==> src/rtl/alu_pkg.sv <==
// Shared definitions for the serial ALU command receiver: op codes, error-flag
// positions, framing constants and the CRC4 used over {B, A, 1'b1, op}.
package alu_pkg;

  typedef enum logic [2:0] {
    OP_AND     = 3'b000,
    OP_OR      = 3'b001,
    OP_ADD     = 3'b100,
    OP_SUB     = 3'b101,
    OP_UNKNOWN = 3'b111
  } alu_op_t;

  localparam int unsigned ERR_DATA = 2;
  localparam int unsigned ERR_CRC  = 1;
  localparam int unsigned ERR_OP   = 0;

  localparam int unsigned FRAME_BITS  = 11;
  localparam int unsigned DATA_FRAMES = 8;

  // Serial CRC4, polynomial x^4+x+1, init 0, message consumed MSB first.
  function automatic logic [3:0] get_CRC4_d68(input logic [67:0] d);
    logic [3:0] crc;
    logic       fb;
    crc = '0;
    for (int unsigned i = 0; i < 68; i++) begin
      fb  = crc[3] ^ d[67 - i];
      crc = {crc[2:0], 1'b0} ^ ({4{fb}} & 4'b0011);
    end
    return crc;
  endfunction

  function automatic logic op_is_known(input logic [2:0] op);
    case (op)
      OP_AND, OP_OR, OP_ADD, OP_SUB: return 1'b1;
      default:                       return 1'b0;
    endcase
  endfunction

endpackage

==> src/rtl/alu_crc4_d68.sv <==
// Combinational CRC4 over a 68-bit message, wrapping the package function.
module alu_crc4_d68
  import alu_pkg::*;
(
  input  logic [67:0] data,
  output logic [3:0]  crc
);

  assign crc = get_CRC4_d68(data);

endmodule

==> src/rtl/alu_serial_rx.sv <==
// Receives 8 data frames (B then A, MSB byte first) plus one control frame
// carrying op and CRC; reports a good command or a single prioritised error.
module alu_serial_rx
  import alu_pkg::*;
(
  input  logic        clk,
  input  logic        rst,
  input  logic        sin,
  output logic [31:0] a_o,
  output logic [31:0] b_o,
  output logic [2:0]  op_o,
  output logic        valid_o,
  output logic        err_o,
  output logic [2:0]  err_flags_o
);

  typedef enum logic [2:0] {IDLE, TYPE, PAYLOAD, STOP, REPORT} state_t;

  state_t      state, next;
  logic [2:0]  bit_cnt;
  logic [3:0]  frame_cnt;
  logic        type_bit;
  logic [7:0]  payload;
  logic [63:0] data_sr;
  logic [3:0]  crc_calc;
  logic        to_report;
  logic        accept_data;
  logic [2:0]  flags;

  alu_crc4_d68 u_crc (
    .data ({data_sr, 1'b1, payload[6:4]}),
    .crc  (crc_calc)
  );

  always_comb begin
    next        = state;
    to_report   = 1'b0;
    accept_data = 1'b0;
    flags       = '0;
    unique case (state)
      IDLE:    if (!sin) next = TYPE;
      TYPE:    next = PAYLOAD;
      PAYLOAD: if (bit_cnt == 3'd7) next = STOP;
      STOP: begin
        if (!sin || type_bit || frame_cnt == 4'(DATA_FRAMES)) begin
          next      = REPORT;
          to_report = 1'b1;
          // A data frame only reaches REPORT on a framing fault or a 9th frame.
          if (!sin || !type_bit || frame_cnt != 4'(DATA_FRAMES))
            flags[ERR_DATA] = 1'b1;
          else if (crc_calc != payload[3:0])
            flags[ERR_CRC] = 1'b1;
          else if (!op_is_known(payload[6:4]))
            flags[ERR_OP] = 1'b1;
        end else begin
          next        = IDLE;
          accept_data = 1'b1;
        end
      end
      REPORT:  next = IDLE;
      default: next = IDLE;
    endcase
  end

  always_ff @(posedge clk) begin
    if (rst) begin
      state       <= IDLE;
      bit_cnt     <= '0;
      frame_cnt   <= '0;
      type_bit    <= 1'b0;
      payload     <= '0;
      data_sr     <= '0;
      a_o         <= '0;
      b_o         <= '0;
      op_o        <= '0;
      valid_o     <= 1'b0;
      err_o       <= 1'b0;
      err_flags_o <= '0;
    end else begin
      state       <= next;
      valid_o     <= 1'b0;
      err_o       <= 1'b0;
      err_flags_o <= '0;
      if (state == TYPE) begin
        type_bit <= sin;
        bit_cnt  <= '0;
      end
      if (state == PAYLOAD) begin
        payload <= {payload[6:0], sin};
        bit_cnt <= bit_cnt + 3'd1;
      end
      if (accept_data) begin
        data_sr   <= {data_sr[55:0], payload};
        frame_cnt <= frame_cnt + 4'd1;
      end
      if (state == REPORT) frame_cnt <= '0;
      if (to_report) begin
        if (flags == '0) begin
          valid_o <= 1'b1;
          b_o     <= data_sr[63:32];
          a_o     <= data_sr[31:0];
          op_o    <= payload[6:4];
        end else begin
          err_o       <= 1'b1;
          err_flags_o <= flags;
        end
      end
    end
  end

endmodule

==> config.mk <==
export PLATFORM = sky130hd
export DESIGN_NAME = alu_serial_rx
export DESIGN_NICKNAME = d
export VERILOG_FILES = /design/src/rtl/alu_pkg.sv /design/src/rtl/alu_crc4_d68.sv /design/src/rtl/alu_serial_rx.sv
export SDC_FILE = /design/constraint.sdc
export NUM_CORES = 1
export LEC_CHECK = 0
export CELL_PAD_IN_SITES_DETAIL_PLACEMENT = 1
export CELL_PAD_IN_SITES_GLOBAL_PLACEMENT = 1
export CORE_UTILIZATION = 39
export DETAILED_ROUTE_END_ITERATION = 10
export PLACE_DENSITY_LB_ADDON = 0.25
export SYNTH_ARGS = -nofsm -noshare
export SYNTH_HDL_FRONTEND = slang
export SYNTH_SLANG_ARGS = --single-unit
==> constraint.sdc <==
create_clock -name clk -period 3.8 [get_ports clk]
set_clock_uncertainty 0.1 [all_clocks]
set_input_delay 0.76 -clock clk [delete_from_list [all_inputs] [get_ports clk]]
set_output_delay 0.76 -clock clk [all_outputs]
set_load 0.01 [all_outputs]
== Word-level counts from Yosys, hierarchy flattened ==
Index checks and enable logic that the tools add are counted.
Storage, ports and cells
  bits in registers: 155
Cells by class
  muxes and demuxes: 24
  bitwise logic cells: 134
  $add $sub $neg: 2
  reductions and logical operators: 16
  equal/unequal tests: 13
Operators with widths (count)
  4-bit by 2-bit XOR with 4-bit output: 66
  1-bit XOR: 64
  3-bit two-way mux: 7
  1-bit two-way mux: 15
  3-bit equality test, second input constant: 4
  3-bit case mux with 4 select lines: 1
  3-bit zero test: 3
  3-bit by 1-bit equality test with 1-bit output, second input constant: 2
  3-bit by 2-bit equality test with 1-bit output, second input constant: 2
  4-bit by 1-bit adder with 4-bit output, second input constant: 1
  4-bit equality test, second input constant: 1
  1-bit logical OR: 4
  2-bit != test, second input constant: 2
  4-bit != test: 1
  4-bit != test, second input constant: 1
  2-bit AND reduction: 2
  2-bit OR reduction: 2
  4-bit OR reduction: 1
  3-bit by 1-bit adder with 3-bit output, second input constant: 1
  3-bit OR reduction: 1
  3-bit by 2-bit XOR with 3-bit output: 1
  1-bit zero test: 2
  2-bit two-way mux: 1
  1-bit NOT: 2
  2 further kinds: 2

== Logic depth before layout (Yosys ltp) ==
Gate-level depths: netlist (run 1).
  depth after elaboration: 144
  mapped depth: 14

== Modules after synthesis ==
From an unflattened synthesis (run 1), not the netlist that was laid out.
Unflattened totals
  cell total of the unflattened synthesis: 776
  area, all modules: 7298.2 µm²
Modules (own cells, without submodules)
  alu_serial_rx: instances 1, cells each 686, area each 6194.7 µm²
  alu_crc4_d68: instances 1, cells each 90, area each 1103.6 µm²

== Least setup slack after synthesis (run 1) ==
OpenSTA, ideal clock, no wires.
  path kind: flip-flop to flip-flop
  start point: reg data_sr[58]
  end point: reg a_o[28]
  period minus slack after synthesis: 3737 ps
  arrival: 3509 ps
  path slack: 63 ps
  path buffers: 2
  stages on the path, launching flop included: 14
  cell sequence: dfxtp_1 -> xnor3_1 -> xnor3_1 -> xnor2_2 -> xnor3_1 -> xnor2_2 -> xnor3_1 -> nand2_1 -> a21oi_2 -> o2111ai_2 -> buf_6 -> buf_6 -> mux2i_1 -> nor2_1
On the way
  word-level cells in the longest chain between the ends: 91
  elaborated cells on any way between the ends: 131
  classes of those cells: 1 x eq/ne; 5 x mux; 123 x bitwise; 2 x reduce/logical
Ends and longest elaborated chain
  start, declared: line alu_serial_rx.sv:24  | logic [63:0] data_sr;
  start signal, assigned: line alu_serial_rx.sv:93  | data_sr <= {data_sr[55:0], payload};
  1-bit XOR (*): line alu_pkg.sv:26  | fb = crc[3] ^ d[67 - i];
  4-bit by 2-bit XOR with 4-bit output (*) (3 in a row): line alu_pkg.sv:27  | crc = {crc[2:0], 1'b0} ^ ({4{fb}} & 4'b0011);
  1-bit XOR / 4-bit by 2-bit XOR with 4-bit output (equally long branches): line alu_pkg.sv:26, alu_pkg.sv:27
  4-bit by 2-bit XOR with 4-bit output (*) (3 in a row): line alu_pkg.sv:27
  1-bit XOR / 4-bit by 2-bit XOR with 4-bit output (equally long branches): line alu_pkg.sv:26, alu_pkg.sv:27
  4-bit by 2-bit XOR with 4-bit output (*) (3 in a row): line alu_pkg.sv:27
  1-bit XOR / 4-bit by 2-bit XOR with 4-bit output (equally long branches): line alu_pkg.sv:26, alu_pkg.sv:27
  4-bit by 2-bit XOR with 4-bit output (*) (3 in a row): line alu_pkg.sv:27
  [... 67 more ...]
  4-bit by 2-bit XOR with 4-bit output (*): line alu_pkg.sv:27
  4-bit != test (*): line alu_serial_rx.sv:51  | else if (crc_calc != payload[3:0])
  1-bit two-way mux: line alu_serial_rx.sv:51
  2-bit two-way mux (*): line alu_serial_rx.sv:49  | if (!sin || !type_bit || frame_cnt != 4'(DATA_FRAMES))
  3-bit two-way mux (*): line alu_serial_rx.sv:45  | if (!sin || type_bit || frame_cnt == 4'(DATA_FRAMES)) begin
  3-bit two-way mux (*): line alu_serial_rx.sv:40  | unique case (state)
  3-bit zero test (*): line alu_serial_rx.sv:98  | if (flags == '0) begin
  2-bit AND reduction (no source line) (*)
  end signal, assigned: line alu_serial_rx.sv:101  | a_o <= data_sr[31:0];
  end, declared: line alu_serial_rx.sv:9  | output logic [31:0] a_o,
Mark *: on every way between the ends. The rest lies on a longest branch, timed or not.
A chain may end at the register's enable or synchronous reset.

== Final worst setup path (run 1) ==
  start point: reg data_sr[63]
  end point: reg b_o[10]
On the way
  word-level cells in the longest chain between the ends: 96
  elaborated cells on any way between the ends: 139
  classes of those cells: 1 x eq/ne; 5 x mux; 131 x bitwise; 2 x reduce/logical
Ends and longest elaborated chain
  3-bit by 2-bit XOR with 3-bit output (*): line alu_pkg.sv:27
  4-bit by 2-bit XOR with 4-bit output (*): line alu_pkg.sv:27
  1-bit XOR / 4-bit by 2-bit XOR with 4-bit output (equally long branches): line alu_pkg.sv:26, alu_pkg.sv:27
  4-bit by 2-bit XOR with 4-bit output (*) (3 in a row): line alu_pkg.sv:27
  1-bit XOR / 4-bit by 2-bit XOR with 4-bit output (equally long branches): line alu_pkg.sv:26, alu_pkg.sv:27
  4-bit by 2-bit XOR with 4-bit output (*) (3 in a row): line alu_pkg.sv:27
  1-bit XOR / 4-bit by 2-bit XOR with 4-bit output (equally long branches): line alu_pkg.sv:26, alu_pkg.sv:27
  4-bit by 2-bit XOR with 4-bit output (*) (3 in a row): line alu_pkg.sv:27
  [... 74 more ...]
  4-bit by 2-bit XOR with 4-bit output (*): line alu_pkg.sv:27
  4-bit != test (*): line alu_serial_rx.sv:51
  1-bit two-way mux: line alu_serial_rx.sv:51
  2-bit two-way mux (*): line alu_serial_rx.sv:49
  3-bit two-way mux (*): line alu_serial_rx.sv:45
  3-bit two-way mux (*): line alu_serial_rx.sv:40
  3-bit zero test (*): line alu_serial_rx.sv:98
  2-bit AND reduction (no source line) (*)
  end signal, assigned: line alu_serial_rx.sv:100  | b_o <= data_sr[63:32];
  end, declared: line alu_serial_rx.sv:10  | output logic [31:0] b_o,
Marked as above.

==> results.ini, run 1 <==
[worst_setup_path]
crit_path_start_kind = flop
worst-endpoint-arrival_ns = 4.31
cp-end-kind = flop
crit_buf_inv = 3
worstPathRequired_ns = 3.98
crit_type = flop to flop
cpLargestDelayFamily = XOR/XNOR gates
worstPathCellList = xnor2_1 > xnor3_1 > xnor3_1 > xnor2_2 > buf_4 > xnor2_4 > and3_4 > o211ai_1 > a211oi_2 > o2111ai_4 > buf_12 > clkbuf_16 > mux2i_1 > nor2_1
cp_slowest_cell = xnor3_1
crit_top_cell = xnor3_1
critPathMaxStageDelay_ns = 0.53
worstPathMaxFanout = 7

[sta]
fin_ws_ns = -0.327
hold_viol_final = 0
rsz0062_at_grt = true
fmax_ghz = 0.242
worst_pin_slew_ns = 1.01
fin_crit_sh_pct = 109
max_slew_margin_pct = 32.1
finalCriticalPeriod_ns = 4.13
setup-violations-final = 67
drv_slew = 0

[synthesis]
synth-edff-count = 0
syn-num-nets = 728
synth_most_common_cell = dfxtp_1
yosysUniqueCellTypes = 33
syn-instance-count = 721
async_flop_share_pct = 0
ys_top_cells_by_area = dfxtp_1 (45%), mux2i_1 (11%), xnor2_1 (8.7%)
ys_seq_area_share_pct = 45.3
synth.cell_area_um2 = 6850
synth_top_cell_by_area = dfxtp_1
synth_top_area_share_pct = 45.3
post_synth.cell_area_avg_um2 = 9.49
yosys-top-cells-count = dfxtp_1 (155), nand2_1 (136), nor2_1 (93), mux2i_1 (75), a21oi_1 (71)
synthFlopType = dfxtp_1
yosysWarnings = 0
ys_seq_elements = 155

[place]
port_buffers = 74
dpl_worst_slack_ns = -0.182
routabilityCongestion = 0.791
hpwl_um = 11900
post_dp_cell_area_um2 = 8000

[finish]
area_delta_synth_final_pct = 31.7
drive_gt1_share_pct = 14.0
layout.nets = 825
final_util_pct = 52.3
num-fill-cells = 1880
diodes = 0
design_area_um2 = 9020

[cts]
clock_tree.root_cell = clkbuf_16
clk_pin_slew_ns = 0.06
cts_buffer_depth = 2
cts_sinks = 155
clk-insertion-delay-late_ns = 0.43
cts_tree = done
htreeDepth = 4
numCtsBuffers = 17

[status]
status = finished with violations
violations = setup timing

[power]
p_leak_uw = 0.00385
cellPowerDensity_nw_per_um2 = 391
irDropWorstVdd_mv = 0.281

[route]
postRouteAntennaNets = 0
routed_via_density = 5.05
drt-initial-drc-count = 301
first_pass_iters = 4
wl_per_cell_um = 18.5
drc = 0
routed_wl_um = 19600
vias = 5337

[global_route]
grt_usage_pct = 21.4
antenna_found_initial = 0
grt_pass1_wl_um = 29600
overflow = 0
grt_max_degree = 80
grt_pass1_vias = 5651

[floorplan]
coreArea_um2 = 17200
dieArea_um2 = 18100
die_x_um = 134
rows = 48
dieHeight_um = 134
floorplan.initialDensity_pct = 39.7
ioPinCount = 75

[min_path]
hp-class = flop to flop

[flow_run]
maxCapViolCount = 0

==> report_power, final <==
part / switching, uW / leakage (uW) / internal [uW]
Sequential: 8.73 / 0.00125 / 1630
Combinational: 50.9 / 0.00230 / 21.4
Clock: 687 / 0.000299 / 1130
Total: 746 / 0.00385 / 2780
==> registers in the layout, summed over array words and instances (netlist names) <==
name,flops
data_sr,64
a_o,32
b_o,32
payload,8
frame_cnt,4
bit_cnt,3
err_flags_o,3
op_o,3
state,3
err_o,1
type_bit,1
valid_o,1
==> path summary, 6_finish.rpt <==
kind                                   from  depth (start not counted)          to  slack [ns]
worst min register to register   payload[7]                          2  data_sr[7]        0.38
worst max register to register  data_sr[63]                         14     b_o[10]       -0.33
worst min-delay path             payload[7]                          2  data_sr[7]        0.38
worst max-delay path            data_sr[63]                         14     b_o[10]       -0.33
==> area by class of cell <==
cell class,instances,area [um^2],area share [%]
clock buffer,21,460,5.11
timing repair buffer,122,1270,14.1
multi-input combinational,517,3710,41.2
inverter,5,18.8,0.208
sequential,155,3110,34.5
clock inverter,11,166,1.85
tap,225,282,3.12
==> tightest hold or removal path, delay by kind of cell (launching register included) <==
kind	cells	cell delay, ns
compound gates	1	0.06
flops	1	0.32
simple gates	1	0.06
==> cell families (layout without fill, tap and decap cells) <==
logic type | after synthesis | in the layout | share of synthesized area (%)
adders and majority gates | 4 | 4 | 0.731
buffers and inverters | 49 | 159 | 3.29
muxes | 76 | 76 | 11.1
DFF | 155 | 155 | 45.3
AOI/OAI and AO/OA | 81 | 81 | 6.47
xor gates and xnor gates | 108 | 108 | 18.7
and+or+nand+nor | 248 | 248 | 14.4
==> through the flow <==
stage | power, uW | cells | hold WS (ns) | TNS, ns
floorplan | 1720 | 721 | 0.331 | 0
global placement | 1740 | 1012 | 0.348 | -0.0480
detailed placement | 1750 | 1012 | 0.376 | -7.40
CTS | 3560 | 1051 | 0.386 | -1.66
global route | 3640 | 1056 | 0.414 | -25.54
finish | 3530 | 1056 | 0.381 | -16.84
==> cell usage in the layout, fill, tap and decap left out, types with 2 or more instances in the layout <==
cell / n
a21o_1: 2
a21oi_1: 71
and3_4: 2
buf_12: 4
buf_16: 3
buf_4: 37
buf_6: 2
bufinv_16: 4
clkbuf_1: 2
clkbuf_16: 20
clkbuf_8: 2
clkdlybuf4s50_1: 73
clkinv_2: 3
clkinvlp_4: 3
dfxtp_1: 152
dfxtp_2: 3
ha_1: 4
inv_1: 5
mux2i_1: 71
mux2i_2: 4
nand2_1: 136
nand4_1: 2
nor2_1: 92
nor2b_1: 3
nor3_4: 2
o211ai_1: 4
or2_2: 2
xnor2_1: 61
xnor2_2: 7
xnor2_4: 4
xnor3_1: 17
xnor3_2: 5
xor2_1: 12
==> timing repair <==
action	4_1_cts	5_1_grt
pin swaps	10	13
endpoints found under the setup margin	67	67
hold buffers	0	0
resized for setup	16	22
cloned	2	3
setup buffers	5	3
hold endpoints to repair	0	0
==> per-layer routing <==
metal	global-route usage, %	vias up	share of wire [%]
li1	-	2553	-
met1	25.4	2625	42
met2	38.2	126	52
met3	4.84	33	3.6
met4	6.80	0	2.2
met5	0	-	0
Power figures use the tool's default switching activity.
==> inputs of run 2 (changes only) <==
- HOLD_SLACK_MARGIN: unset -> 0.06
- SETUP_SLACK_MARGIN: unset -> 0.02
==> results.ini, run 2 (same netlist as run 1, synthesis figures left out) <==
[power]
power_uw = 3530
irDropWorstVdd_mv = 0.283
p_leak_uw = 0.00400
cellPowerDensity_nw_per_um2 = 381

[global_route]
grt_pass1_vias = 5760
grt_usage_pct = 22.5
overflow = 0
antenna_found_initial = 0
grt_pass1_wl_um = 30900
grt_max_degree = 80

[sta]
rsz0062_at_grt = true
setup-violations-final = 67
finalCriticalPeriod_ns = 3.93
worst_pin_slew_ns = 0.979
hold_viol_final = 0
fin_crit_sh_pct = 103
fin_ws_ns = -0.130
drv_slew = 0
fmax_ghz = 0.254
max_slew_margin_pct = 34.5

[route]
routed_via_density = 5.08
drt-initial-drc-count = 273
wl_per_cell_um = 19.1
postRouteAntennaNets = 0
vias = 5421
routed_wl_um = 20400
drc = 0
first_pass_iters = 4

[status]
violations = setup timing
status = finished with violations

[worst_setup_path]
r2r-end = b_o[0]
critPathMaxStageDelay_ns = 0.50
cpLargestDelayFamily = XOR/XNOR gates
worst-path-stages = 17
startpoint = data_sr[63]
cp-end-kind = flop
r2r_slack_ns = -0.13
crit_path_start_kind = flop
worstPathRequired_ns = 3.99
worst-endpoint-arrival_ns = 4.12
reg2reg_from = data_sr[63]
worstPathCellList = buf_6 > xnor2_2 > xnor3_2 > xnor2_4 > buf_6 > xnor2_2 > buf_4 > xnor3_1 > xnor3_1 > nand2_1 > a21oi_2 > o2111ai_4 > buf_12 > buf_6 > buf_12 > mux2i_2 > nor2_1
crit_buf_inv = 6
crit_top_cell = buf_6
cp_slowest_cell = xnor3_2
crit_type = flop to flop
r2r_cells = 17
worstPathMaxFanout = 5

[finish]
layout.nets = 836
diodes = 0
final_cell_mix = dfxtp_1 (144), nand2_1 (136), nor2_1 (92), mux2i_1 (73), clkdlybuf4s50_1 (73)
area_delta_synth_final_pct = 35.5
layout_commonest_cell = dfxtp_1
largest-register = data_sr
final_util_pct = 53.8
largest_reg_flops = 64
drive_gt1_share_pct = 17.1
reg_top3 = data_sr: 64 flops, a_o: 32 flops, b_o: 32 flops
fin_cells = 1067

[floorplan]
coreArea_um2 = 17200
dieHeight_um = 134
floorplan.initialDensity_pct = 39.7
ioPinCount = 75
rows = 48
dieArea_um2 = 18100
die_x_um = 134

[place]
port_buffers = 74
hpwl_um = 11900
dp.cells = 1012
routabilityCongestion = 0.791

[cts]
htreeDepth = 4
cts_buffer_depth = 2
numCtsBuffers = 17
cts_sinks = 155
hold_buffers = 0
cts_tree = done
clk_pin_slew_ns = 0.07
clock_tree.root_cell = clkbuf_16
clk-insertion-delay-late_ns = 0.43

[min_path]
hold_start = payload[7]
min_path_cells = 2
hp-class = flop to flop
hold-path-endpoint = data_sr[7]

[flow_run]
maxCapViolCount = 0

## run 2: changes by cell type in the layout (fill, tap and decap cells not counted), sizes merged
cell / before / now
buf: 46 / 56
clkbuf: 24 / 25
## run 2: layer usage
layer	wire length [um]	vias up	global-route usage [%]
met4	376	0	6.30
met1	8690	2712	26.9
met2	10700	97	40.8
met3	641	27	4.50
met5	0	-	0
li1	-	2585	-
## run 2: worst max-delay path by stage
stage | to | slack (ns)
floorplan | a_o[28] | 0.06
global placement | b_o[0] | -0.02
detailed placement | b_o[0] | -0.18
CTS | b_o[0] | -0.03
global route | b_o[9] | -0.27
finish | b_o[0] | -0.13
## run 2: area by class of cell
type                       instances  area, um^2
fill                            1860        7960
multi-input combinational        517        3760
sequential                       155        3120
timing repair buffer             133        1470
clock buffer                      21         460
tap                              225         282
clock inverter                    11         166
inverter                           5        18.8
## run 2: metrics by stage
step / hold WS (ns) / instance area, um^2 / setup slack, ns / TNS, ns
6_report: 0.382 / 9280 / -0.130 / -6.03
3_3_place_gp: 0.348 / 8000 / -0.0175 / -0.0480
4_1_cts: 0.386 / 9010 / -0.0336 / -0.181
2_1_floorplan: 0.331 / 6850 / 0.0630 / 0
5_1_grt: 0.414 / 9280 / -0.270 / -14.51
3_5_place_dp: 0.376 / 8000 / -0.182 / -7.40
## run 2: timing repair
action                     in CTS  in global routing
pin swaps                       9                  5
buffers inserted               11                  3
cloned                          5                  4
setup endpoints to repair      67                 67
gates resized for setup        36                 25
## run 2: power by group
| group | internal, uW | leakage, uW | switching, uW |
|---|---|---|---|
| sequential | 1630 | 0.00125 | 8.67 |
| combinational | 21.3 | 0.00244 | 50.3 |
| clock | 1130 | 0.000299 | 689 |
| total | 2780 | 0.00400 | 748 |
## run 2: worst reg2reg max path, cell delays in order, from the launching register on
cell	delay, ns
dfxtp_2	0.34
buf_6	0.12
xnor2_2	0.13
xnor3_2	0.50
xnor2_4	0.26
buf_6	0.14
xnor2_2	0.12
buf_4	0.15
xnor3_1	0.34
xnor3_1	0.46
nand2_1	0.09
a21oi_2	0.19
o2111ai_4	0.16
buf_12	0.17
buf_6	0.12
buf_12	0.14
mux2i_2	0.20
nor2_1	0.06
